==> config.mk <==
export PLATFORM = sky130hd
export DESIGN_NAME = jk_register_bank
export DESIGN_NICKNAME = d
export VERILOG_FILES = /design/src/rtl/jk_bank_pkg.sv /design/src/rtl/jk_bit_cell.sv /design/src/rtl/jk_register_bank.sv
export SDC_FILE = /design/constraint.sdc
export NUM_CORES = 1
export LEC_CHECK = 0
export ABC_CLOCK_PERIOD_IN_PS = 2600
export BUFFER_PORTS_ARGS = -buffer_cell sky130_fd_sc_hd__buf_2
export CELL_PAD_IN_SITES_DETAIL_PLACEMENT = 2
export CELL_PAD_IN_SITES_GLOBAL_PLACEMENT = 2
export CORE_ASPECT_RATIO = 2
export CORE_UTILIZATION = 26
export CTS_CLUSTER_DIAMETER = 60
export DETAILED_ROUTE_END_ITERATION = 10
export PLACE_DENSITY_LB_ADDON = 0.1
export SLEW_MARGIN = 30
export SYNTH_ARGS = -nofsm -noshare
export SYNTH_HDL_FRONTEND = slang
export SYNTH_SLANG_ARGS = --single-unit
==> constraint.sdc <==
create_clock -name clk -period 2.6 [get_ports clk]
set_clock_uncertainty 0.1 [all_clocks]
set_input_delay 0.13 -clock clk [delete_from_list [all_inputs] [get_ports clk]]
set_output_delay 0.13 -clock clk [all_outputs]
set_load 0.02 [all_outputs]
==> src/rtl/jk_bank_pkg.sv <==
// Shared types and constants for the JK register bank.
// Mode encoding matches the 2-bit mode port of jk_register_bank.
package jk_bank_pkg;

    typedef enum logic [1:0] {
        MODE_JK    = 2'b00,
        MODE_T     = 2'b01,
        MODE_LOAD  = 2'b10,
        MODE_COUNT = 2'b11
    } jk_mode_t;

    localparam logic DIR_UP   = 1'b0;
    localparam logic DIR_DOWN = 1'b1;

endpackage

==> src/rtl/jk_bit_cell.sv <==
// One JK flip-flop with async reset to a per-bit value, synchronous
// active-low clear/preset (clear wins) and an enable gating the JK function.
module jk_bit_cell (
    input  logic clk,
    input  logic rst,
    input  logic rst_val,
    input  logic preset_n,
    input  logic clear_n,
    input  logic en,
    input  logic j,
    input  logic k,
    output logic q
);

    always_ff @(posedge clk or posedge rst) begin
        if (rst) begin
            q <= rst_val;
        end else if (!clear_n) begin
            q <= 1'b0;
        end else if (!preset_n) begin
            q <= 1'b1;
        end else if (en) begin
            case ({j, k})
                2'b00:   q <= q;
                2'b01:   q <= 1'b0;
                2'b10:   q <= 1'b1;
                default: q <= ~q;
            endcase
        end
    end

endmodule

==> src/rtl/jk_register_bank.sv <==
// Bank of WIDTH JK flip-flops with JK / toggle / load / up-down count modes.
// Define JK_BANK_WRAP_FLAG_EN to add the sticky wrap_flag output.
module jk_register_bank
    import jk_bank_pkg::*;
#(
    parameter int               WIDTH       = 8,
    parameter logic [WIDTH-1:0] RESET_VALUE = '0
) (
    input  logic             clk,
    input  logic             rst,
    input  logic             en,
    input  logic [1:0]       mode,
    input  logic [WIDTH-1:0] j,
    input  logic [WIDTH-1:0] k,
    input  logic [WIDTH-1:0] d,
    input  logic [WIDTH-1:0] preset_n,
    input  logic [WIDTH-1:0] clear_n,
    output logic [WIDTH-1:0] q,
    output logic [WIDTH-1:0] qbar,
    output logic             tc
`ifdef JK_BANK_WRAP_FLAG_EN
    ,
    output logic             wrap_flag
`endif
);

    jk_mode_t         mode_e;
    logic             dir;
    logic [WIDTH-1:0] carry;
    logic [WIDTH-1:0] cell_j;
    logic [WIDTH-1:0] cell_k;
    logic             at_terminal;

    assign mode_e = jk_mode_t'(mode);
    assign dir    = k[0];

    // Bit i toggles when every lower bit is 1 (up) or 0 (down); uses current q.
    always_comb begin
        carry    = '0;
        carry[0] = 1'b1;
        for (int i = 1; i < WIDTH; i++) begin
            carry[i] = carry[i-1] & (q[i-1] ^ dir);
        end
    end

    always_comb begin
        cell_j = j;
        cell_k = k;
        case (mode_e)
            MODE_JK: begin
                cell_j = j;
                cell_k = k;
            end
            MODE_T: begin
                cell_j = j;
                cell_k = j;
            end
            MODE_LOAD: begin
                cell_j = d;
                cell_k = ~d;
            end
            MODE_COUNT: begin
                cell_j = carry;
                cell_k = carry;
            end
            default: begin
                cell_j = j;
                cell_k = k;
            end
        endcase
    end

    for (genvar i = 0; i < WIDTH; i++) begin : g_bit
        jk_bit_cell u_cell (
            .clk      (clk),
            .rst      (rst),
            .rst_val  (RESET_VALUE[i]),
            .preset_n (preset_n[i]),
            .clear_n  (clear_n[i]),
            .en       (en),
            .j        (cell_j[i]),
            .k        (cell_k[i]),
            .q        (q[i])
        );
    end

    assign qbar        = ~q;
    assign at_terminal = (dir == DIR_UP) ? (&q) : (~|q);
    assign tc          = en & (mode_e == MODE_COUNT) & at_terminal;

`ifdef JK_BANK_WRAP_FLAG_EN
    // tc is never high in MODE_LOAD, so set and clear cannot collide.
    always_ff @(posedge clk or posedge rst) begin
        if (rst) begin
            wrap_flag <= 1'b0;
        end else if (tc) begin
            wrap_flag <= 1'b1;
        end else if (en && (mode_e == MODE_LOAD)) begin
            wrap_flag <= 1'b0;
        end
    end
`endif

endmodule
Word-level counts from Yosys, hierarchy flattened
Cells that the tools add are included.
{ "word_totals": {"regBits": 8, "in_bits": 45, "output_inout_bits": 17, "elab_cells": 124} }
{ "classes": {"n_eq_ne": 35, "muxes": 35, "bitwise": 25, "n_reduce_logical": 21} }
{ "ops": {"columns": ["operator", "n"], "rows": [
  ["!= test 3 bit (second input constant)", 16],
  ["one-hot mux 8 bit (4 select lines)", 1],
  ["2-to-1 mux 1 bit", 25],
  ["one-hot mux 1 bit (3 select lines)", 8],
  ["one-hot mux 8 bit (3 select lines)", 1],
  ["== test 2 bit (second input constant)", 10],
  ["== test 2 x 1 -> 1 bit (second input constant)", 9],
  ["logical NOT 2 bit", 9],
  ["inverter 8 bit", 2],
  ["AND reduction 2 bit", 8],
  ["AND 1 bit", 8],
  ["inverter 1 bit", 8],
  ["AND reduction 8 bit", 1],
  ["OR reduction 8 bit", 1],
  ["bitwise XOR 1 bit", 7],
  ["OR reduction 2 bit", 1],
  ["logical NOT 1 bit", 1]
]} }

Longest topological paths before layout
Gate-level depths: netlist of the first run.
{ "depth": {"ltp_word": 13, "depth_mapped": 10, "ltp_nobuf": 9} }

Worst setup path after synthesis of the first run
OpenSTA, ideal clock, no wires.
{ "synth_path": {"path_type": "flip-flop to flip-flop", "start": "register g_bit[0].u_cell.q", "end": "register g_bit[2].u_cell.q", "setup_ns": 0.084, "arrival_time_ns": 2.045, "required_ns": 2.416, "slack_ns": 0.371, "stages_incl_launch_ff": 9, "n_path_buf": 0, "synth_period_minus_slack_ns": 2.229, "cell_sequence": "dfrtp_1 inv_2 or3_1 a31o_1 o22a_1 ha_1 nand2b_1 o31a_1 a21boi_0"} }
{ "synth_between": {"elab_chain_cells": 8, "elab_cells_between_ends": 13, "classes_between": "3 x eq/ne; 6 x mux; 2 x bitwise; 2 x reduce/logical"} }
{ "synth_rtl": {"columns": ["element", "line_no", "rtl"], "rows": [
  ["from (decl)", "jk_bit_cell.sv:12", "output logic q"],
  ["from (signal assigned)", "jk_bit_cell.sv:17", "q <= rst_val;"],
  ["from (signal assigned)", "jk_bit_cell.sv:24", "2'b00: q <= q;"],
  ["from (signal assigned)", "jk_bit_cell.sv:27", "default: q <= ~q;"],
  ["bitwise XOR 1 bit (*)", "jk_register_bank.sv:42", "carry[i] = carry[i-1] & (q[i-1] ^ dir);"],
  ["AND 1 bit (*)", "jk_register_bank.sv:42", null],
  ["one-hot mux 8 bit (4 select lines) or one-hot mux 8 bit (3 select lines) (tied branches)", "jk_register_bank.sv:49", "case (mode_e)"],
  ["== test 2 bit (tied with other cells)", "jk_bit_cell.sv:23", "case ({j, k})"],
  ["one-hot mux 1 bit (3 select lines)", "jk_bit_cell.sv:23", null],
  ["2-to-1 mux 1 bit", "jk_bit_cell.sv:22", "end else if (en) begin"],
  ["2-to-1 mux 1 bit", "jk_bit_cell.sv:20", "end else if (!preset_n) begin"],
  ["2-to-1 mux 1 bit", "jk_bit_cell.sv:18", "end else if (!clear_n) begin"],
  ["to (signal assigned)", "jk_bit_cell.sv:17", null],
  ["to (signal assigned)", "jk_bit_cell.sv:24", null],
  ["to (signal assigned)", "jk_bit_cell.sv:27", null],
  ["to (decl)", "jk_bit_cell.sv:12", null]
]} }
Every way passes the cells marked *; elsewhere a longest branch is shown, timed or not. The select of a mux whose other input is x is not followed.
A chain may end at the register's enable or synchronous reset.

Final worst setup path of the first run
{ "layout_path": {"start": "register g_bit[1].u_cell.q", "end": "register g_bit[3].u_cell.q"} }
{ "layout_between": {"elab_chain_cells": 9, "elab_cells_between_ends": 14, "classes_between": "3 x eq/ne; 6 x mux; 3 x bitwise; 2 x reduce/logical"} }
{ "layout_rtl": {"columns": ["element", "line_no"], "rows": [
  ["from (decl)", "jk_bit_cell.sv:12"],
  ["from (signal assigned)", "jk_bit_cell.sv:17"],
  ["from (signal assigned)", "jk_bit_cell.sv:24"],
  ["from (signal assigned)", "jk_bit_cell.sv:27"],
  ["bitwise XOR 1 bit (*)", "jk_register_bank.sv:42"],
  ["AND 1 bit (*) (2 in series)", "jk_register_bank.sv:42"],
  ["one-hot mux 8 bit (4 select lines) or one-hot mux 8 bit (3 select lines) (tied branches)", "jk_register_bank.sv:49"],
  ["== test 2 bit (tied with other cells)", "jk_bit_cell.sv:23"],
  ["one-hot mux 1 bit (3 select lines)", "jk_bit_cell.sv:23"],
  ["2-to-1 mux 1 bit", "jk_bit_cell.sv:22"],
  ["2-to-1 mux 1 bit", "jk_bit_cell.sv:20"],
  ["2-to-1 mux 1 bit", "jk_bit_cell.sv:18"],
  ["to (signal assigned)", "jk_bit_cell.sv:17"],
  ["to (signal assigned)", "jk_bit_cell.sv:24"],
  ["to (signal assigned)", "jk_bit_cell.sv:27"],
  ["to (decl)", "jk_bit_cell.sv:12"]
]} }
Marked as above.

==> results of run 1 <==
## what timing repair did
action,4_1_cts,5_1_grt
buffers inserted,0,0
endpoints found under the hold margin,14,0
hold buffers,7,0
## worst max-delay path by stage
stage	endpoint	slack [ns]	cells past startpoint
2_1_floorplan	g_bit[2].u_cell.q	0.37	8
3_3_place_gp	g_bit[6].u_cell.q	0.30	8
3_5_place_dp	g_bit[6].u_cell.q	0.20	9
4_1_cts	g_bit[6].u_cell.q	0.17	9
5_1_grt	g_bit[6].u_cell.q	0.02	9
6_report	g_bit[3].u_cell.q	0.23	8
## placed cells by master (no fill, tap or decap), types with 3 or more instances in the layout
cell	instances
nor2_1	22
dlygate4sd3_1	7
o31a_1	7
mux2i_1	7
nand2b_1	11
a22o_1	3
buf_2	61
dfrtp_1	8
nor2b_1	11
o22a_1	3
inv_1	11
buf_4	4
o21ai_0	9
a21boi_0	9
ha_1	16
clkbuf_8	3
nand2_1	6
## power groups by stage
stage,Clock (mW),Combinational [mW],Sequential [mW]
floorplan,0,0.230,0.153
global placement,0,0.300,0.158
detailed placement,0,0.325,0.159
CTS,0.170,0.335,0.157
global route,0.176,0.366,0.160
finish,0.162,0.328,0.157
## routing by layer
layer / GRT usage (%) / share of wire (%) / up-vias
li1: - / - / 739
met5: 0 / 0 / -
met2: 39.29 / 62 / 41
met3: 2.270 / 3.5 / 2
met1: 15.89 / 34 / 756
met4: 4.396 / 0.73 / 0
## cell families (layout without fill, tap and decap cells)
group	Yosys count	count (layout)	share of synthesized area, %
simple gates	61	61	23.11
compound gates	52	52	28.21
buf+inv	28	88	12.83
fa+ha+maj	16	16	14.06
mux	8	8	6.503
flops	8	8	14.06
xor+xnor	2	2	1.230
## cells in the mapped netlist, types with 2 or more instances
cell / n / share of area [%]
o2bb2ai_1: 2 / 1.2
a21boi_0: 9 / 4.7
buf_4: 9 / 4.7
xnor2_1: 2 / 1.2
a22o_1: 3 / 1.8
ha_1: 16 / 14
nand2b_1: 11 / 4.8
nor2b_1: 11 / 4.8
buf_6: 3 / 2.4
dfrtp_1: 8 / 14
o21ai_0: 9 / 3.2
nand3_1: 2 / 0.70
a2bb2oi_1: 2 / 1.2
a221o_1: 2 / 1.4
a221oi_1: 2 / 1.2
o22a_1: 3 / 1.8
inv_1: 11 / 2.9
nand2_1: 6 / 1.6
o22ai_1: 2 / 0.88
nand4_1: 2 / 0.88
o31a_1: 7 / 4.3
mux2i_1: 7 / 4.9
a31oi_1: 2 / 0.88
nor3_2: 2 / 1.4
nor2_1: 22 / 5.8
a22oi_1: 2 / 1.1
## worst max-delay path: stages, from the launching register on
cell	delay (ns)
dfrtp_1	0.44
nor4b_2	0.40
o21ai_1	0.19
o22a_1	0.23
ha_1	0.32
nor2b_1	0.12
o21ai_0	0.10
o31a_1	0.12
a21boi_0	0.24
## metrics by stage
step                      total power, mW  utilization (%)  instances  worst slack (ns)  instance area, um2
after global routing               0.7014            34.89        293           0.01662                1809
after CTS                          0.6619            34.89        293            0.1688                1809
after floorplan                    0.3826                -        175            0.3715                1424
after detailed placement           0.4843            32.75        283            0.1952                1698
after global placement             0.4577            32.75        283            0.2986                1698
final                              0.6466            34.89        293            0.2290                1809
## final cells by class
| type | instances | area share (%) |
|---|---|---|
| Inverter | 13 | 2.697 |
| Sequential cell | 8 | 11.06 |
| Multi-Input combinational cell | 139 | 57.54 |
| Clock buffer | 3 | 2.282 |
| Tap cell | 58 | 4.011 |
| Timing Repair Buffer | 72 | 22.41 |
==> results.md, run 1 <==
- Status: finished clean
- Largest net degree at the start of global routing: 18
- Total track usage: about 19%
- Sequential share of power: around a quarter
- Sw power: about 0.26 mW
- Largest fanout on the critical path: 6
- Leading registers by flop count: g_bit.u_cell.q: 8 flops
- Type of element capturing the critical path: register
- Crit path launch: g_bit[1].u_cell.q
- Static Leak: between 0.8 and 0.9 nW
- RSZ-0062 raised after global routing: false
- Num ports: 62
- Post-DRT Antenna Nets: 0
- Gr ovfl total: 0
- Gate power share: 50.7%
- Register bit total from synthesis: 8
- # diodes: 0
- Relative slew margins: 71.61%
- Post-CTS sizing: 0
- Worst R2R Start: g_bit[1].u_cell.q
- Setup_tns: 0 ns
- WL final: roughly 5 mm
- Power Internal: 0.3867 mW
- Clock Power Share: ~25%
- Skew-Pair Late Insertion Delay: roughly 0.23 ns
- FFs w/ async S/R, synth: 100.0%
- Critical path arrival: 2.39 ns
- Nets@finish: slightly below 300
- Share of cells above drive strength 1: between 30% and 40%
- Maximum clock frequency: approximately 420 MHz
- Internal reg-to-reg setup slack: ~0.23 ns
- Die height: around 110 um
- Pins Over Slew Limit: 0
- CP startpoint kind: register
- Worst setup path class: register to register
- DP Wirelength: just over 4 mm
- Final Wtd Congestion: between 0.7 and 0.8
- Total die area: between 5000 and 6000 um2
- Port bufs: 61
- PwrDens: approximately 360 nW/um2
- Post-synth EDFFs: 0
- Syn Inst Count: roughly 180
- Initial Util: 27.46%
- Main flop type after synthesis: dfrtp_1
- Core area: 5185 um2
- Final period util: 91.19%
- CTS Sinks: 8
- Post-synthesis sequential area ratio: roughly 14%
- CTS tree: done
- Mapped cell area: roughly 1400 um2
- MaxCap Viol Count: 0
- Hold Startpoint: preset_n[3]
- Via/cell ratio: between 5 and 6
- WL/cell: 16.82 um
- Avg Inst Size Synth: 8.136 um2
- Sw Share: about two fifths
- DRC viols: 0
- Vias in the first global route: 1798
- Fillers: 664
- Layout area overhead: 27.07%
- 1st-pass router iterations: 2
- Hold Path Class: input port to register
- Worst Tran Pin Value: around 0.42 ns
- Die width: roughly 54 um
- First-pass GRT wire length: 7.852 mm
- Worst hold slack: about 0.026 ns
- Hold Crit Depth: 2
- Ys Warns: 0
- R2r worst-path depth: 8
- Hold Path End: g_bit[3].u_cell.q
- Via count: around 1500
- RR Endpoint: g_bit[3].u_cell.q
- Syn_nets: around 240
- Initial antenna violation count: 0
- Max IR drop VDD: 0.0001777 V
- Worst-path clk slew: about 0.05 ns
- Standard-cell rows: 37
- CTS Buffer Depth: 2
- Inserted Clock Buffers: 3
- Number of flip-flops in the largest register: 8
- Multi-input gate area: around 1000 um2
- Synth cell types: between 40 and 50
- FF+latch area: ~200 um2
- Tmin final: roughly 2.4 ns
- Endpoints failing hold: 0
- CTS Root Cell: clkbuf_8
- Crit path required time: ~2.6 ns
- Maximum level of the CTS H-tree: 1
- 1st-iter DRT viols: 8
- Biggest register: g_bit.u_cell.q
- Final Setup Violations: 0
No activity file was read; power rests on OpenSTA's default activity.
==> inputs of run 2 (changes only) <==
--- a/config.mk
+++ b/config.mk
@@ -5,12 +5,13 @@
 export SDC_FILE = /design/constraint.sdc
 export NUM_CORES = 1
 export LEC_CHECK = 0
+export ABC_AREA = 1
 export ABC_CLOCK_PERIOD_IN_PS = 2600
 export BUFFER_PORTS_ARGS = -buffer_cell sky130_fd_sc_hd__buf_2
 export CELL_PAD_IN_SITES_DETAIL_PLACEMENT = 2
 export CELL_PAD_IN_SITES_GLOBAL_PLACEMENT = 2
 export CORE_ASPECT_RATIO = 2
-export CORE_UTILIZATION = 26
+export CORE_UTILIZATION = 24
 export CTS_CLUSTER_DIAMETER = 60
 export DETAILED_ROUTE_END_ITERATION = 10
 export PLACE_DENSITY_LB_ADDON = 0.1
==> results.md, run 2 <==
- Worst R2R Start: g_bit[0].u_cell.q
- CP Buf/Inv Count: 1
- Final Setup Violations: 0
- CTS Root Cell: clkbuf_8
- Static Leak: roughly 0.94 nW
- Crit path launch: g_bit[0].u_cell.q
- Maximum clock frequency: roughly 450 MHz
- Worst setup path class: register to register
- Via/cell ratio: 5.030
- Status: finished clean
- Die height: about 110 um
- Crit path largest cell delay: 0.48 ns
- Register bit total from synthesis: 8
- R2r worst-path depth: 11
- Gr ovfl total: 0
- Commonest non-fill, non-tap cell in the layout: buf_2
- Internal reg-to-reg setup slack: around 0.39 ns
- Most frequent cell after synthesis: nand2_1
- Num ports: 62
- 1st-pass router iterations: 3
- Core area: roughly 5500 um2
- Leading registers by flop count: g_bit.u_cell.q: 8 flops
- Post-synthesis sequential area ratio: roughly 15%
- Setup_tns: 0 ns
- Slowest stage cell on the critical path: dfrtp_1
- Syn_nets: 273
- Hold Path Class: input port to register
- Syn Inst Count: 212
- Final Wtd Congestion: 0.7868
- Max IR drop VDD: 0.0002398 V
- CP Cell Sequence: nor2_2, nand2_2, nand2_4, nand3_1, o21ai_0, o21ai_0, ha_1, inv_1, o21ai_0, a21oi_1, o22ai_1
- CTS Buffer Depth: 2
- Initial Util: around 25%
- Number of flip-flops in the largest register: 8
- Share of the synthesized area in the top cell type: between 10% and 20%
- DRC viols: 0
- Total die area: about 6000 um2
- CTS Sinks: 8
- Port bufs: 61
- Mapped cell area: between 1000 and 1500 um2
- Standard-cell rows: 38
- 1st-iter DRT viols: 14
- Family with the most delay on the worst path: compound AO/OA/AOI/OAI gates
- Main flop type after synthesis: dfrtp_1
- Endpoints failing hold: 0
- First-pass GRT wire length: 8.535 mm
- Crit path required time: around 2.6 ns
- CTS tree: done
- Pins Over Slew Limit: 0
- MaxCap Viol Count: 0
- Skew-Pair Late Insertion Delay: ~0.24 ns
- Area contributors post-synth: dfrtp_1, ha_1, nand2_1
- Largest net degree at the start of global routing: 15
- WL/cell: about 16 um
- Biggest register: g_bit.u_cell.q
- Crit. path cell count: 11
- CP startpoint kind: register
- Initial antenna violation count: 0
- Layout area overhead: 26.28%
- Total setup buffers inserted after CTS: 0
- Maximum level of the CTS H-tree: 1
- Nets@finish: around 330
- Fillers: ~690
- Post-route cell area: about 1700 um2
- Synth cell count leaders: nand2_1, inv_1, o21ai_0
- Total track usage: between 10% and 20%
- Final period util: 85.10%
- Inserted Clock Buffers: 3
- DP Wirelength: ~4.5 mm
- Post-synth EDFFs: 0
- Area leader, netlist: dfrtp_1
- Tmin final: roughly 2.2 ns
- WL final: 5.304 mm
- Largest fanout on the critical path: 7
- Ys Warns: 0
- Share of cells above drive strength 1: approximately a third
- Avg Inst Size Synth: 6.468 um2
- # diodes: 0
- Die width: about 55 um
- FFs w/ async S/R, synth: 100.0%
- CP Capture Point: g_bit[4].u_cell.q
- Post-DRT Antenna Nets: 0
- Critical path arrival: 2.23 ns
- RR Endpoint: g_bit[4].u_cell.q
- Vias in the first global route: 1772
- Relative slew margins: 70.49%
- FF+latch area: around 200 um2
- Worst Tran Pin Value: approximately 0.44 ns
- Most frequent cells in the layout: buf_2, nand2_1, inv_1
- Multi-input gate area: around 960 um2
- RSZ-0062 raised after global routing: false
- Placed cell area: 1680 um2
- Type of element capturing the critical path: register
- Worst path most repeated cell: o21ai_0
- Synth cell types: 28
- PwrDens: 408.6 nW/um2
- Worst-path clk slew: approximately 0.05 ns
- Via count: 1650
## run 2: cell count changes after synthesis, sizes merged, moves of 8 or more
cell / delta
nand2: +38
inv: +26
o21ai: +14
nand2b: -11
nand3: +11
nor2b: -11
a21boi: -9
a21oi: +9
o211ai: +9
o31a: -8
## run 2: per-stage QoR
| step | hold slack, ns | instances | setup WS [ns] | power (mW) | util (%) |
|---|---|---|---|---|---|
| floorplan | -0.1543 | 212 | 0.6404 | 0.4249 | - |
| global placement | 0.03940 | 324 | 0.3892 | 0.5453 | 30.73 |
| detailed placement | 0.04215 | 324 | 0.3815 | 0.5482 | 30.73 |
| CTS | 0.04723 | 328 | 0.3689 | 0.7264 | 31.67 |
| global route | 0.06057 | 328 | 0.1373 | 0.7692 | 31.67 |
| finish | 0.05003 | 328 | 0.3875 | 0.7075 | 31.67 |
## run 2: cells by family after synthesis
group                      after synthesis  share of synthesized area, %
AOI/OAI and AO/OA                       56                         24.36
adders and majority gates               16                         14.60
buffers and inverters                   47                         15.60
DFF                                      8                         14.60
and+or+nand+nor                         85                         30.84
## run 2: worst register-to-register path, stage by stage (launching register included)
cell     delay [ns]
dfrtp_1        0.48
nor2_2         0.18
nand2_2        0.08
nand2_4        0.09
nand3_1        0.09
o21ai_0        0.17
o21ai_0        0.21
ha_1           0.34
inv_1          0.07
o21ai_0        0.07
a21oi_1        0.13
o22ai_1        0.09
## run 2: routing by layer
metal / wire length [um] / share of wire, % / global-route usage (%)
met5: 0 / 0 / 0
met4: 40 / 0.75 / 4.286
met3: 120 / 2.3 / 1.542
met2: 3209 / 61 / 39.41
met1: 1934 / 36 / 18.48
## run 2: repair_timing
| item | 4_1_cts | 5_1_grt |
|---|---|---|
| hold buffers | 1 | 0 |
| endpoints found under the hold margin | 8 | 0 |
| gates resized for setup | 0 | 0 |
## run 2: layout make-up
type,count,share of cell area [%]
clock buffer,3,2.384
multi-input combinational,157,55.27
timing repair buffer,62,18.21
sequential,8,11.56
tap,60,4.335
inverter,38,8.237
## run 2: worst min-delay path by stage
stage                     from                end  cells past startpoint
floorplan                  rst  g_bit[0].u_cell.q                      1
global placement           rst  g_bit[1].u_cell.q                      2
detailed placement         rst  g_bit[1].u_cell.q                      2
CTS                 clear_n[2]  g_bit[2].u_cell.q                      3
global route        clear_n[4]  g_bit[4].u_cell.q                      3
finish              clear_n[2]  g_bit[2].u_cell.q                      3
## run 2: power by group
part | internal, mW | switching, mW
registers | 0.142 | 0.0272
logic | 0.130 | 0.238
clock network | 0.102 | 0.0688
==> inputs of run 3 (changes only) <==
--- a/config.mk
+++ b/config.mk
@@ -6,7 +6,7 @@
 export NUM_CORES = 1
 export LEC_CHECK = 0
 export ABC_AREA = 1
-export ABC_CLOCK_PERIOD_IN_PS = 2600
+export ABC_CLOCK_PERIOD_IN_PS = 2450
 export BUFFER_PORTS_ARGS = -buffer_cell sky130_fd_sc_hd__buf_2
 export CELL_PAD_IN_SITES_DETAIL_PLACEMENT = 2
 export CELL_PAD_IN_SITES_GLOBAL_PLACEMENT = 2
==> constraint.sdc (replaced) <==
create_clock -name clk -period 2.45 [get_ports clk]
set_clock_uncertainty 0.1 [all_clocks]
set_input_delay 0.245 -clock clk [delete_from_list [all_inputs] [get_ports clk]]
set_output_delay 0.245 -clock clk [all_outputs]
set_load 0.02 [all_outputs]
==> results.md, run 3 (synthesized netlist as in run 2, its figures left out) <==
- Status: finished clean
- Setup_tns: 0 ns
- Clock Power Share: 23.9%
- Sw Share: 46.95%
- CTS Sinks: 8
- Worst setup path class: register to register
- Via/cell ratio: 4.946
- Via count: approximately 1600
- First-pass GRT wire length: about 8.6 mm
- Static Leak: 0.9509 nW
- Pins Over Slew Limit: 0
- Commonest non-fill, non-tap cell in the layout: buf_2
- Final Setup Violations: 0
- Total die area: ~6000 um2
- Worst-path clk slew: about 0.060 ns
- Gr ovfl total: 0
- Max IR drop VDD: between 0.00015 and 0.0002 V
- PwrDens: ~440 nW/um2
- CTS Buffer Depth: 2
- Placed Cells: about 330
- CTS tree: done
- Hold Crit Depth: 3
- Share of cells above drive strength 1: 33.95%
- MaxCap Viol Count: 0
- Number of flip-flops in the largest register: 8
- RSZ-0062 raised after global routing: false
- Final period util: approximately nine tenths
- DRC viols: 0
- WL/cell: 16.03 um
- Hold Startpoint: clear_n[2]
- 1st-iter DRT viols: 41
- Skew-Pair Late Insertion Delay: approximately 0.25 ns
- Relative slew margins: a little under three quarters
- Port bufs: slightly above 60
- Internal reg-to-reg setup slack: around 0.27 ns
- 1st-pass router iterations: 4
- Maximum level of the CTS H-tree: 1
- Final Wtd Congestion: between 0.8 and 0.9
- Worst Tran Pin Value: approximately 0.42 ns
- Initial antenna violation count: 0
- Inserted Clock Buffers: 3
- Tmin final: between 2 and 2.5 ns
- Leading registers by flop count: g_bit.u_cell.q: 8 flops
- Most frequent cells in the layout: buf_2, nand2_1, inv_1
- CTS Root Cell: clkbuf_8
- Critical path arrival: 2.20 ns
- Largest fanout on the critical path: 7
- Crit path required time: between 2 and 2.5 ns
- Worst hold slack: 0.1527 ns
- Core area: about 5500 um2
- Die height: around 110 um
- Die width: 55.45 um
- Post-DRT Antenna Nets: 0
- Endpoints failing hold: 0
- # diodes: 0
- Largest net degree at the start of global routing: 15
- Total track usage: 18.79%
- Biggest register: g_bit.u_cell.q
- Standard-cell rows: 38
- Num ports: 62
- Layout area overhead: 27.92%
- Nets@finish: roughly 330
- Power Internal: ~0.4 mW
- Hold Path End: g_bit[2].u_cell.q
- R2r worst-path depth: 11
- Maximum clock frequency: about 460 MHz
- Sw power: ~0.36 mW
- Hold Path Class: input port to register
- WL final: roughly 5.3 mm
- Finished Layout Cells: between 300 and 400
- DP Wirelength: roughly 4.6 mm
- Initial Util: roughly 25%
- Worst R2R Start: g_bit[0].u_cell.q
- Vias in the first global route: around 1800
- Sequential share of power: 23.1%
- RR Endpoint: g_bit[4].u_cell.q
- Gate power share: approximately 53%
- Type of element capturing the critical path: register
- CP startpoint kind: register
run 3: cell types whose count changed in the layout (fill, tap and decap cells not counted), sizes merged:
cell and change:
buf +3
run 3: per-layer routing:
layer / up-vias / global-route usage [%] / routed length, um
met5: - / 0 / 0
met4: 0 / 6.071 / 94
met3: 7 / 2.135 / 163
met2: 43 / 38.38 / 3068
met1: 769 / 19.14 / 1979
li1: 818 / - / -
run 3: worst max-delay path, cell delays in order, from the launching register on:
cell and delay (ns):
dfrtp_1 0.47, nor2_2 0.18, nand2_2 0.07, nand2_4 0.09, nand3_1 0.11, o21ai_0 0.21
o21ai_1 0.15, ha_1 0.31, inv_1 0.07, o21ai_0 0.07, a21oi_1 0.13, o22ai_1 0.09
run 3: how the worst max path moves through the flow:
stage / startpoint / cells after the start / slack (ns) / end
after CTS: g_bit[0].u_cell.q / 11 / 0.16 / g_bit[4].u_cell.q
after detailed placement: mode[1] / 11 / 0.16 / g_bit[4].u_cell.q
after global placement: mode[1] / 11 / 0.14 / g_bit[4].u_cell.q
final: g_bit[0].u_cell.q / 11 / 0.27 / g_bit[4].u_cell.q
after floorplan: g_bit[2].u_cell.q / 13 / 0.49 / g_bit[7].u_cell.q
after global routing: g_bit[0].u_cell.q / 11 / 0.04 / g_bit[4].u_cell.q
run 3: area by class of cell:
cell class	instances	area (um2)
fill	718	3714
clock buffer	3	41.29
timing repair buffer	65	337.8
sequential	8	200.2
multi-input combinational	157	957.2
inverter	38	142.6
tap	60	75.07
run 3: what timing repair did:
action	4_1_cts	5_1_grt
setup endpoints to repair	0	1
buffers inserted	0	0
hold buffers	1	0
endpoints found under the hold margin	8	0
resized for setup	0	1
run 3: stage by stage:
step	instance area, um2	setup slack (ns)	power, mW	utilization [%]
after detailed placement	1703	0.1600	0.5942	31.14
final	1754	0.2721	0.7638	32.08
after global routing	1754	0.03702	0.8294	32.08
after floorplan	1371	0.4904	0.4509	-
after CTS	1754	0.1555	0.7806	32.08
after global placement	1703	0.1438	0.5857	31.14
run 3: power groups by stage:
stage                     clock [mW]  sequential (mW)  combinational (mW)
final                          0.182            0.177               0.405
after global routing           0.192            0.180               0.457
after CTS                      0.185            0.178               0.418
after detailed placement           0            0.180               0.414
after global placement             0            0.180               0.406
after floorplan                    0            0.173               0.278
